--- src/rtl/mbist_march_ctrl.sv ---
// March C- memory BIST controller: sequences writes/reads into a single-port-per-direction
// memory, checks its registered read data and captures the first failing read.
module mbist_march_ctrl #(
  parameter int DWIDTH       = 32,
  parameter int AWIDTH       = 10,
  parameter int STOP_ON_FAIL = 1
) (
  input  logic              clk,
  input  logic              rst,
  input  logic              start,
  output logic              we,
  output logic [AWIDTH-1:0] wraddr,
  output logic [DWIDTH-1:0] datain,
  output logic              re,
  output logic [AWIDTH-1:0] rdaddr,
  input  logic [DWIDTH-1:0] dataout,
  output logic              busy,
  output logic              done,
  output logic              fail,
  output logic [AWIDTH-1:0] fail_addr,
  output logic [DWIDTH-1:0] fail_data,
  output logic [2:0]        fail_elem
);

  localparam logic [AWIDTH-1:0] ADDR_MAX = '1;

  // M1..M4 share the RD/WR pair; the active element lives in elem.
  typedef enum logic [2:0] {
    S_IDLE, S_M0, S_RD, S_WR, S_M5, S_DRAIN, S_DONE
  } state_t;

  state_t            state, nxt_state;
  logic [2:0]        elem, nxt_elem;
  logic [AWIDTH-1:0] addr, nxt_addr;

  // Read issued last cycle, waiting for its registered data.
  logic              cmp_valid;
  logic [AWIDTH-1:0] cmp_addr;
  logic [2:0]        cmp_elem;

  logic              we_d, re_d, busy_d, done_d;
  logic [AWIDTH-1:0] wraddr_d, rdaddr_d;
  logic [DWIDTH-1:0] datain_d, exp_val;
  logic              mismatch, abort, start_ok, last_addr;

  always_comb begin
    // NOTE: every signal gets a default first so no path leaves it unassigned (no latches).
    nxt_state = state;
    nxt_elem  = elem;
    nxt_addr  = addr;

    exp_val   = (cmp_elem == 3'd2 || cmp_elem == 3'd4) ? '1 : '0;
    mismatch  = cmp_valid && (dataout != exp_val);
    abort     = mismatch && (STOP_ON_FAIL != 0);
    start_ok  = start && (state == S_IDLE || state == S_DONE);
    last_addr = (elem >= 3'd3) ? (addr == '0) : (addr == ADDR_MAX);

    case (state)
      S_IDLE, S_DONE: begin
        if (start) begin
          nxt_state = S_M0;
          nxt_elem  = 3'd0;
          nxt_addr  = '0;
        end
      end
      S_M0: begin
        if (addr == ADDR_MAX) begin
          nxt_state = S_RD;
          nxt_elem  = 3'd1;
          nxt_addr  = '0;
        end else begin
          nxt_addr = addr + AWIDTH'(1);
        end
      end
      S_RD: nxt_state = S_WR;
      S_WR: begin
        if (abort) begin
          nxt_state = S_DONE;
        end else if (last_addr) begin
          if (elem == 3'd4) begin
            nxt_state = S_M5;
            nxt_elem  = 3'd5;
            nxt_addr  = ADDR_MAX;
          end else begin
            nxt_state = S_RD;
            nxt_elem  = elem + 3'd1;
            // M3 and M4 walk downward from the top address.
            nxt_addr  = (elem >= 3'd2) ? ADDR_MAX : '0;
          end
        end else begin
          nxt_state = S_RD;
          nxt_addr  = (elem >= 3'd3) ? addr - AWIDTH'(1) : addr + AWIDTH'(1);
        end
      end
      S_M5: begin
        if (abort)              nxt_state = S_DONE;
        else if (addr == '0)    nxt_state = S_DRAIN;
        else                    nxt_addr  = addr - AWIDTH'(1);
      end
      S_DRAIN: nxt_state = S_DONE;
      default: nxt_state = S_IDLE;
    endcase

    // Memory-side outputs are derived from the next state so they register in step with it.
    we_d     = (nxt_state == S_M0) || (nxt_state == S_WR);
    re_d     = (nxt_state == S_RD) || (nxt_state == S_M5);
    wraddr_d = we_d ? nxt_addr : '0;
    rdaddr_d = re_d ? nxt_addr : '0;
    datain_d = (nxt_state == S_WR && nxt_elem[0]) ? '1 : '0;
    busy_d   = !(nxt_state == S_IDLE || nxt_state == S_DONE);
    done_d   = (nxt_state == S_DONE);
  end

  always_ff @(posedge clk) begin
    if (!rst) begin
      state     <= S_IDLE;
      elem      <= '0;
      addr      <= '0;
      cmp_valid <= 1'b0;
      cmp_addr  <= '0;
      cmp_elem  <= '0;
      we        <= 1'b0;
      re        <= 1'b0;
      wraddr    <= '0;
      rdaddr    <= '0;
      datain    <= '0;
      busy      <= 1'b0;
      done      <= 1'b0;
      fail      <= 1'b0;
      fail_addr <= '0;
      fail_data <= '0;
      fail_elem <= '0;
    end else begin
      // NOTE: non-blocking assignments so every flop samples pre-edge values.
      state     <= nxt_state;
      elem      <= nxt_elem;
      addr      <= nxt_addr;
      we        <= we_d;
      re        <= re_d;
      wraddr    <= wraddr_d;
      rdaddr    <= rdaddr_d;
      datain    <= datain_d;
      busy      <= busy_d;
      done      <= done_d;
      // A read in flight when the run aborts is never checked.
      cmp_valid <= re && !abort;
      cmp_addr  <= rdaddr;
      cmp_elem  <= (state == S_M5) ? 3'd5 : elem;

      if (start_ok) begin
        fail      <= 1'b0;
        fail_addr <= '0;
        fail_data <= '0;
        fail_elem <= '0;
      end else if (mismatch) begin
        fail <= 1'b1;
        if (!fail) begin
          fail_addr <= cmp_addr;
          fail_data <= dataout;
          fail_elem <= cmp_elem;
        end
      end
    end
  end

endmodule

--- config.mk ---
export PLATFORM = sky130hd
export DESIGN_NAME = mbist_march_ctrl
export DESIGN_NICKNAME = d
export VERILOG_FILES = /design/src/rtl/mbist_march_ctrl.sv
export SDC_FILE = /design/constraint.sdc
export NUM_CORES = 1
export LEC_CHECK = 0
export ABC_AREA = 0
export CAP_MARGIN = 20
export CORE_AREA = 4 4 113 115
export DETAILED_ROUTE_END_ITERATION = 7
export DIE_AREA = 0 0 117 119
export PLACE_DENSITY = 0.74
export SLEW_MARGIN = 10
export SYNTH_ARGS = -nofsm -noshare
export SYNTH_HDL_FRONTEND = slang
export SYNTH_SLANG_ARGS = --single-unit
--- constraint.sdc ---
create_clock -name clk -period 2.5 [get_ports clk]
set_input_delay 0.5 -clock clk [delete_from_list [all_inputs] [get_ports clk]]
set_output_delay 0.5 -clock clk [all_outputs]
set_load 0.05 [all_outputs]
==> impl_metrics.py <==
metrics = {
    "outcome": {
        "status": "complete, but fails checks",
        "violations": "setup timing",
    },
    "floorplanning": {
        "num_rows": 40,
        "pin_count": 137,
        "die_w_um": 117,
        "die_h_um": 119,
        "core_um2": 11800,
        "dieArea_um2": 13900,
        "start_util_pct": 43.4,
    },
    "synthesis": {
        "ys_top_cells_by_count": "118 x nand2_1, 101 x dfxtp_1, 72 x a21oi_1",
        "synth_most_common_cell": "nand2_1",
        "synth_area_per_cell_um2": 8.05,
        "yosysWarnings": 0,
        "async_reset_ff_share_pct": 0,
        "synth_cell_types": 74,
        "synth_top_area_share_pct": 39.4,
        "syn_inst": 637,
        "synth_edf_count": 0,
        "synth_fp_nets": 679,
        "ys_seq_area_share_pct": 39.4,
        "ys_ff_latch": 101,
        "ys.flop_type": "dfxtp_1",
        "synth_area_leaders": "dfxtp_1 39%, nand2_1 8.6%, a21oi_1 7.0%",
        "yosysTopAreaCell": "dfxtp_1",
        "syn_area_um2": 5130,
    },
    "timing": {
        "setup_viol": 21,
        "whs_ps": 437,
        "slew_viol_final": 0,
        "layout_worst_path_cycle_share_pct": 107,
        "fin_crit_ps": 2660,
        "fmax_ghz": 0.375,
        "setup_slack_ps": -164,
        "finalHoldViolCount": 0,
        "tightest_slew_ps": 677,
        "rsz0062_at_grt": "yes",
        "fin_skew_ps": 7.18,
        "relSlewSlack_pct": 54.9,
        "fin_tns_setup_ps": -1420,
    },
    "route": {
        "drtPass1Iterations": 5,
        "drt_wl_total_mm": 19.1,
        "routed_via_density": 5.56,
        "drc": 0,
        "vias": 5563,
        "ant_nets": 0,
        "avgRoutedWirePerCell_um": 19.1,
        "drt_iter0_markers": 506,
    },
    "global_route": {
        "grt_usage_pct": 25.0,
        "grt_first_pass_wirelength_mm": 27.6,
        "antenna_found_initial": 0,
        "overflow": 0,
        "grt_start_max_net_pins": 47,
        "grt_pass1_vias": 5390,
    },
    "placed_design": {
        "place_inst": 968,
        "dpl.hpwl_mm": 13.2,
        "port_buffers": 136,
        "dpl_cell_area_um2": 7170,
        "gp_congestion": 0.985,
    },
    "clock_tree": {
        "clkLatencyLatePin_ps": 350,
        "clock_path_buffers": 2,
        "numCtsBuffers": 9,
        "cts.clk_slew.worst_paths_ps": 70,
        "cts_tree": "yes",
        "cts-root-buf": "clkbuf_16",
        "cts_sinks": 101,
        "cts_htree_levels": 3,
    },
    "layout": {
        "layout.cells.non_filler": 1000,
        "drive_gt1_share_pct": 35.8,
        "diodes": 0,
        "n_fill_cell": 889,
        "syn_to_final_growth_pct": 61.9,
        "stdcell_area_um2": 8300,
        "final_nets": 890,
        "post-route-util_pct": 70.3,
    },
    "worst_setup_path": {
        "endpoint_kind": "flip-flop",
        "cp-start-kind": "flip-flop",
        "crit_fanout": 6,
        "worstPathRequired_ps": 2780,
        "critical_path_class": "reg2reg",
        "arrival_ps": 2950,
    },
    "job": {
        "maxCapViolations": 0,
    },
    "power": {
        "leakagePower_nw": 3.15,
        "p_per_area_nw_per_um2": 404,
        "ir_drop_mv": 0.304,
    },
    "hold_path": {
        "min_path_type": "reg2reg",
    },
}
==> through the flow <==
stage / power [W] / setup slack, ps
global placement: 0.00200 / -737
detailed placement: 0.00201 / -706
CTS: 0.00332 / -94.4
global route: 0.00346 / -227
floorplan: 0.00181 / 31.4
finish: 0.00335 / -164
==> layout make-up <==
cell class | count | area [um2] | area share, %
repair buffers | 272 | 2460 | 29.6
clock buffers | 9 | 225 | 2.71
clock inverters | 7 | 56.3 | 0.678
well taps | 147 | 184 | 2.22
multi-input cells | 451 | 3300 | 39.8
flip-flops and latches | 101 | 2020 | 24.4
inverters | 13 | 48.8 | 0.588
==> logic make-up (layout without fill, tap and decap cells) <==
kind of cell	after synthesis	count (layout)	share of synthesized area (%)
AO/OA/AOI/OAI	171	171	22.1
XOR/XNOR	10	10	1.71
adder cells (fa/ha/maj)	7	7	1.71
buffers and inverters	87	301	9.20
flip-flops	101	101	39.4
multiplexers	3	3	0.586
AND/OR/NAND/NOR	258	260	25.3
==> critical path: stages (launching register included) <==
cell     delay, ps
dfxtp_2        330
inv_2           80
ha_4           140
or4b_4         530
or3_4          450
a21oi_2        180
nor3_2          70
a211o_1        300
a32oi_2        310
nor3b_2        200
==> state kept, by name, indices dropped and copies added (netlist names) <==
signal and cells:
addr 10, busy 1, cmp_addr 10, cmp_elem 3, cmp_valid 1, datain 1
done 1, elem 3, fail 1, fail_addr 10, fail_data 32, fail_elem 3
rdaddr 10, re 1, state 3, we 1, wraddr 10
==> layout by cell type (no fill, tap or decap), types with 7 or more instances in the layout <==
master / n
buf_4: 142
nand2_1: 116
dfxtp_1: 99
clkdlybuf4s50_1: 76
a21oi_1: 56
nor2_1: 20
buf_6: 20
dlygate4sd2_1: 19
and2_1: 18
nand4_1: 14
a21oi_2: 14
o21ai_0: 11
nor3_1: 11
clkbuf_16: 11
inv_1: 10
a211oi_2: 9
dlymetal6s2s_1: 9
nor4_2: 8
nand3_1: 8
o31ai_1: 8
nor2_2: 7
==> per-layer routing <==
metal / GRT usage [%] / part of all wire (%)
met4: 8.53 / 2.3
met5: 0 / 0
met3: 4.73 / 6.7
met1: 31.1 / 41
met2: 42.7 / 50
==> power breakdown <==
part | internal, W | leakage, nW | switching, W
sequential | 0.00161 | 0.815 | 0.00000741
combinational | 0.000191 | 2.20 | 0.000215
clock | 0.000687 | 0.130 | 0.000634
==> final timing paths <==
kind                            cells past startpoint                        end                    from  slack (ps)
worst max-delay path                                9       rdaddr[1]$_SDFF_PN0_      addr[0]$_SDFF_PN0_        -160
worst min-delay path                                2  fail_addr[7]$_SDFFE_PP0P_  cmp_addr[7]$_SDFF_PN0_         440
worst max register to register                      9       rdaddr[1]$_SDFF_PN0_      addr[0]$_SDFF_PN0_        -160
worst min register to register                      2  fail_addr[7]$_SDFFE_PP0P_  cmp_addr[7]$_SDFF_PN0_         440
==> repair_timing <==
action                                  CTS  global route
endpoints found under the hold margin     0             0
setup buffers                             9             6
cloned                                    2             4
hold buffers                              0             0
endpoints found under the setup margin   80            82
gates resized for setup                  75            87
pin swaps                                43            51
(Power assumes the default switching activity.)
